**config.mk**
```make
export PLATFORM = sky130hd
export DESIGN_NAME = gray2bin_comb
export DESIGN_NICKNAME = d
export VERILOG_FILES = /design/src/rtl/gray_rx_checker_g2b.sv
export SDC_FILE = /design/constraint.sdc
export NUM_CORES = 1
export LEC_CHECK = 0
export ABC_AREA = 0
export CELL_PAD_IN_SITES_DETAIL_PLACEMENT = 0
export CELL_PAD_IN_SITES_GLOBAL_PLACEMENT = 1
export CORE_AREA = 2 2 39 41
export DETAILED_ROUTE_END_ITERATION = 12
export DIE_AREA = 0 0 41 43
export DONT_BUFFER_PORTS = 1
export PLACE_DENSITY_LB_ADDON = 0.1
export REMOVE_ABC_BUFFERS = 1
export SYNTH_ARGS = -nofsm -noshare
export SYNTH_HDL_FRONTEND = slang
export SYNTH_SLANG_ARGS = --single-unit
```
**constraint.sdc**
```tcl
create_clock -name vclk -period 1.3
set_input_delay 0.195 -clock vclk [all_inputs]
set_output_delay 0.195 -clock vclk [all_outputs]
set_load 0.02 [all_outputs]
```
**src/rtl/gray_rx_checker_g2b.sv**
```systemverilog
// gray2bin_comb: combinational Gray-to-binary decoder; each bit is the XOR of all Gray bits at or above it
module gray2bin_comb #(
    parameter int CBITS = 9
) (
    input  logic [CBITS-1:0] i_gray,
    output logic [CBITS-1:0] o_bin
);
    for (genvar i = 0; i < CBITS; i++) begin : g_bit
        assign o_bin[i] = ^i_gray[CBITS-1:i];
    end
endmodule

```
==> flow_metrics.env, run 1 <==
export IMPL_required_ns=1.11
export IMPL_cp_slowest_stage_delay_ns=0.43
export IMPL_ys_warn_count=0
export IMPL_drt_iter0_markers=0
export IMPL_grt_pass1_vias=96
export IMPL_wire_per_inst_um=8.784
export IMPL_critPathLaunchType="primary input"
export IMPL_cp_end_kind="primary output"
export IMPL_layout_min_cycle_time_ns=1.436
export IMPL_ios=18
export IMPL_clockBufferCount=0
export IMPL_worstHoldPathCells=0
export IMPL_avgViaCountPerCell=3.162
export IMPL_drive_gt1_share_pct=61.90
export IMPL_seq_cell_count=0
export IMPL_fin_crit_sh_pct=110.5
export IMPL_vias=117
export IMPL_ys_top_cells_by_area="xnor2_1, xor2_1, xor3_2, xor3_1, xnor3_1"
export IMPL_setup_violations=5
export IMPL_cp_max_fo=3
export IMPL_wl_um=325
export IMPL_hold_end="o_bin[8]"
export IMPL_grt_pass1_wl_um=393
export IMPL_synth_most_common_cell="xnor2_1"
export IMPL_synthAdderAreaFrac_pct=0
export IMPL_n_antenna_cell=0
export IMPL_gp_congestion=0.5342
export IMPL_outcome="complete, but fails checks"
export IMPL_layout_nets=32
export IMPL_syn2layout_area_growth_pct=58.52
export IMPL_synth_cell_types=8
export IMPL_core_area_um2=1384
export IMPL_synthSimpleGateAreaFrac_pct=0
export IMPL_cp_cell_sequence="xor3_2 > xnor3_1 > xnor2_1 > buf_4"
export IMPL_die_h_um=43
export IMPL_min_path_type="in2out"
export IMPL_portBuffers=0
export IMPL_finish_utilization_pct=19.35
export IMPL_grt_usage_pct=3.012
export IMPL_post_cts_buffers=0
export IMPL_antenna_found_initial=0
export IMPL_synth_common_cells="xnor2_1, xor2_1"
export IMPL_gr_total_overflow=0
export IMPL_die_area_um2=1763
export IMPL_synth_area_um2=168.9
export IMPL_synth_top_family_by_area="XOR/XNOR gates"
export IMPL_grt_max_degree=5
export IMPL_worstMarginPinSlew_ns=0.4429
export IMPL_path_class="in2out"
export IMPL_synth_compound_area_share_pct=0
export IMPL_ys_seq_area_share_pct=0
export IMPL_start_util_pct=12.21
export IMPL_postSynthCellCount=14
export IMPL_hp_start="i_gray[8]"
export IMPL_crit_arrival_ns=1.24
export IMPL_power_density_nw_per_um2=1345
export IMPL_setup_tns_ns=-0.6021
export IMPL_synthXorXnorAreaFrac_pct=93.33
export IMPL_hold_viol=0
export IMPL_antenna_left=0
export IMPL_max_freq_mhz=696.3
export IMPL_rsz0062_at_grt="true"
export IMPL_drv_slew=0
export IMPL_first_pass_iters=1
export IMPL_netlist_area_leader_share_pct=25.93
export IMPL_regArea_um2=0
export IMPL_yosys_area_top_type="xnor2_1"
export IMPL_layout_setup_ws_ns=-0.1362
export IMPL_num_rows=14
export IMPL_syn_mean_instance_area_um2=12.07
export IMPL_cellLeakagePower_uw=0.0001394
export IMPL_muxShareOfSynthArea_pct=0
export IMPL_die_width_um=41
export IMPL_vdd_drop_max_mv=0.3594
export IMPL_slew_headroom_pct=70.37
export IMPL_crit_slowest_cell="xor3_2"
export IMPL_violations="setup timing"
export IMPL_maxCapViolations=0
export IMPL_route_detailed_drc=0
## critical path: cells and delay by family
kind,cells,cell delay (ns)
xor gates and xnor gates,3,0.88
buffers and inverters,1,0.16
## kinds of logic after synthesis
logic type             count (synthesis)
buffers and inverters                  2
XOR/XNOR                              12
## through the flow
step | hold WS [ns] | setup slack [ns] | cells | instance area (um2) | power (uW)
after detailed placement | 0.3902 | -0.1589 | 37 | 241.5 | 332.6
after global routing | 0.3902 | -0.1807 | 37 | 267.8 | 378.1
after floorplan | 0.3900 | -0.2877 | 13 | 161.4 | 211.2
final | 0.3900 | -0.1362 | 37 | 267.8 | 360.2
after global placement | 0.3902 | -0.1448 | 37 | 241.5 | 334.0
after CTS | 0.3902 | -0.1474 | 37 | 260.3 | 358.6
## report_power, final
part | switching, uW | internal [uW] | total [uW]
Sequential | 0 | 0 | 0
Combinational | 178 | 183 | 360
Clock | 0 | 0 | 0
Total | 178 | 183 | 360
## cell type report
class                      count  area (um2)
fill                         162        1116
multi-input combinational     12       180.2
timing repair buffer           8       63.81
tap                           16       20.02
inverter                       1       3.754
## how the worst max path moves through the flow
| stage | from | end | slack, ns | cells past startpoint |
|---|---|---|---|---|
| after CTS | i_gray[6] | o_bin[1] | -0.15 | 4 |
| after floorplan | i_gray[8] | o_bin[0] | -0.29 | 3 |
| final | i_gray[6] | o_bin[0] | -0.14 | 4 |
| after global routing | i_gray[6] | o_bin[1] | -0.18 | 4 |
| after detailed placement | i_gray[8] | o_bin[3] | -0.16 | 5 |
| after global placement | i_gray[8] | o_bin[2] | -0.14 | 5 |
## routing by layer
| layer | wire length (um) | up-vias | global-route usage [%] |
|---|---|---|---|
| met5 | 0 | - | 0 |
| met4 | 0 | 0 | 0 |
| met3 | 30 | 0 | 0 |
| met2 | 182 | 6 | 5.625 |
| met1 | 113 | 54 | 3.859 |
| li1 | - | 57 | - |
## placed cells by master, fill, tap and decap left out, drive strengths merged
cell   netlist  layout
xnor3        1       1
inv          1       1
buf          1       8
xor3         2       2
xnor2        6       6
xor2         3       3
## what timing repair did
action	4_1_cts	5_1_grt
pin swaps	3	2
resized for setup	3	1
hold buffers	0	0
setup endpoints to repair	6	6
endpoints found under the hold margin	0	0
No activity file was read; power rests on OpenSTA's default activity.
==> run 2: changes to the inputs <==
--- a/config.mk
+++ b/config.mk
@@ -6,12 +6,12 @@
 export NUM_CORES = 1
 export LEC_CHECK = 0
 export ABC_AREA = 0
+export BUFFER_PORTS_ARGS = -buffer_cell sky130_fd_sc_hd__buf_4
 export CELL_PAD_IN_SITES_DETAIL_PLACEMENT = 0
 export CELL_PAD_IN_SITES_GLOBAL_PLACEMENT = 1
 export CORE_AREA = 2 2 39 41
 export DETAILED_ROUTE_END_ITERATION = 12
 export DIE_AREA = 0 0 41 43
-export DONT_BUFFER_PORTS = 1
 export PLACE_DENSITY_LB_ADDON = 0.1
 export REMOVE_ABC_BUFFERS = 1
 export SYNTH_ARGS = -nofsm -noshare
==> run 2 against run 1 <==
  * The run still ends with setup timing left
  * Non-clock buffer count up 15
  * Worst setup slack worse by 0.071 ns
  * Total power rose by 16%
  * Via count up 42%
  * Critical path depth grew 1
  * Count of clock-buffer cells in the layout is the same
  * Final cell count up 41%
  * Sequential share of layout area unchanged
  * Die area stayed put
==> flow_metrics.env, run 2 (synthesis results as in run 1) <==
export IMPL_cellLeakagePower_uw=0.0002142
export IMPL_start_util_pct=12.21
export IMPL_avgViaCountPerCell=3.192
export IMPL_worstMarginPinSlew_ns=0.2397
export IMPL_vias=166
export IMPL_antenna_found_initial=0
export IMPL_layout_min_cycle_time_ns=1.507
export IMPL_fin_crit_sh_pct=115.9
export IMPL_path_class="in2out"
export IMPL_clockBufferCount=0
export IMPL_final_fill_count=155
export IMPL_gr_total_overflow=0
export IMPL_setup_violations=6
export IMPL_grt_pass1_vias=153
export IMPL_dp_cells=52
export IMPL_violations="setup timing"
export IMPL_layout_setup_ws_ns=-0.2070
export IMPL_route_detailed_drc=0
export IMPL_ios=18
export IMPL_cp_max_fo=3
export IMPL_power_density_nw_per_um2=1070
export IMPL_gp_congestion=0.5692
export IMPL_seq_cell_count=0
export IMPL_antenna_left=0
export IMPL_die_h_um=43
export IMPL_required_ns=1.11
export IMPL_layout_nets=47
export IMPL_drv_slew=0
export IMPL_postCtsHoldBufs=0
export IMPL_multi_input_area_um2=180.2
export IMPL_die_width_um=41
export IMPL_post_cts_buffers=0
export IMPL_wire_per_inst_um=7.500
export IMPL_first_pass_iters=1
export IMPL_drive_gt1_share_pct=80.56
export IMPL_n_antenna_cell=0
export IMPL_regArea_um2=0
export IMPL_hp_start="i_gray[8]"
export IMPL_final_cells=52
export IMPL_critPathLaunchType="primary input"
export IMPL_hold_viol=0
export IMPL_rsz0062_at_grt="true"
export IMPL_grt_max_degree=5
export IMPL_core_area_um2=1384
export IMPL_dpl_hpwl_um=347.7
export IMPL_vdd_drop_max_mv=0.5195
export IMPL_num_rows=14
export IMPL_cp_end_kind="primary output"
export IMPL_layout_commonest_cell="buf_4"
export IMPL_crit_arrival_ns=1.31
export IMPL_finish_utilization_pct=28.30
export IMPL_maxCapViolations=0
export IMPL_slew_headroom_pct=83.97
export IMPL_portBuffers=18
export IMPL_outcome="complete, but fails checks"
export IMPL_grt_pass1_wl_um=586
export IMPL_wl_um=390
export IMPL_drt_iter0_markers=0
export IMPL_die_area_um2=1763
export IMPL_max_freq_mhz=663.6
export IMPL_min_path_type="in2out"
export IMPL_final_cell_mix="buf_4, xnor2_2, buf_6"
export IMPL_hold_end="o_bin[8]"
export IMPL_worstHoldPathCells=3
export IMPL_syn2layout_area_growth_pct=131.9
export IMPL_grt_usage_pct=4.317
run 2: cell count changes in the layout (fill, tap and decap cells not counted), sizes merged:
cell and change:
buf +15
run 2: what timing repair did:
| action | 4_1_cts | 5_1_grt |
|---|---|---|
| setup endpoints to repair | 6 | 6 |
| gates resized for setup | 7 | 1 |
| pin swaps | 3 | 1 |
run 2: worst max path at each step:
stage / start / slack, ns / to / cells after the start
after detailed placement: i_gray[8] / -0.26 / o_bin[2] / 6
after global placement: i_gray[8] / -0.26 / o_bin[1] / 5
after CTS: i_gray[6] / -0.22 / o_bin[0] / 5
after global routing: i_gray[6] / -0.28 / o_bin[0] / 5
final: i_gray[6] / -0.21 / o_bin[0] / 5
after floorplan: i_gray[8] / -0.29 / o_bin[0] / 3
run 2: critical path, cell delays in order:
cell and delay [ns]:
buf_6 0.09, xor3_2 0.43, xnor3_1 0.27, xnor2_1 0.16, buf_4 0.16
run 2: routing by layer:
layer	GRT usage [%]	share of wire (%)
met5	0	0
met3	0	5.9
met4	0	0
met2	8.750	62
met1	4.823	32
run 2: layout make-up:
type                       instances  area share, %
tap                               16          5.112
inverter                           1         0.9585
multi-input combinational         12          46.01
timing repair buffer              23          47.92
run 2: through the flow:
stage | area [um2] | setup TNS (ns) | hold slack, ns | worst slack (ns) | total power (uW)
5_1_grt | 391.6 | -1.340 | 0.7180 | -0.2776 | 442.4
3_5_place_dp | 354.1 | -1.352 | 0.7029 | -0.2578 | 383.0
6_report | 391.6 | -1.045 | 0.7060 | -0.2070 | 418.9
2_1_floorplan | 161.4 | -1.248 | 0.3900 | -0.2877 | 211.2
4_1_cts | 384.1 | -1.111 | 0.7079 | -0.2238 | 417.7
3_3_place_gp | 354.1 | -1.338 | 0.6979 | -0.2566 | 385.0
run 2: where the power goes:
part           switching, uW  internal, uW
logic                    194           225
clock network              0             0
registers                  0             0
total                    194           225
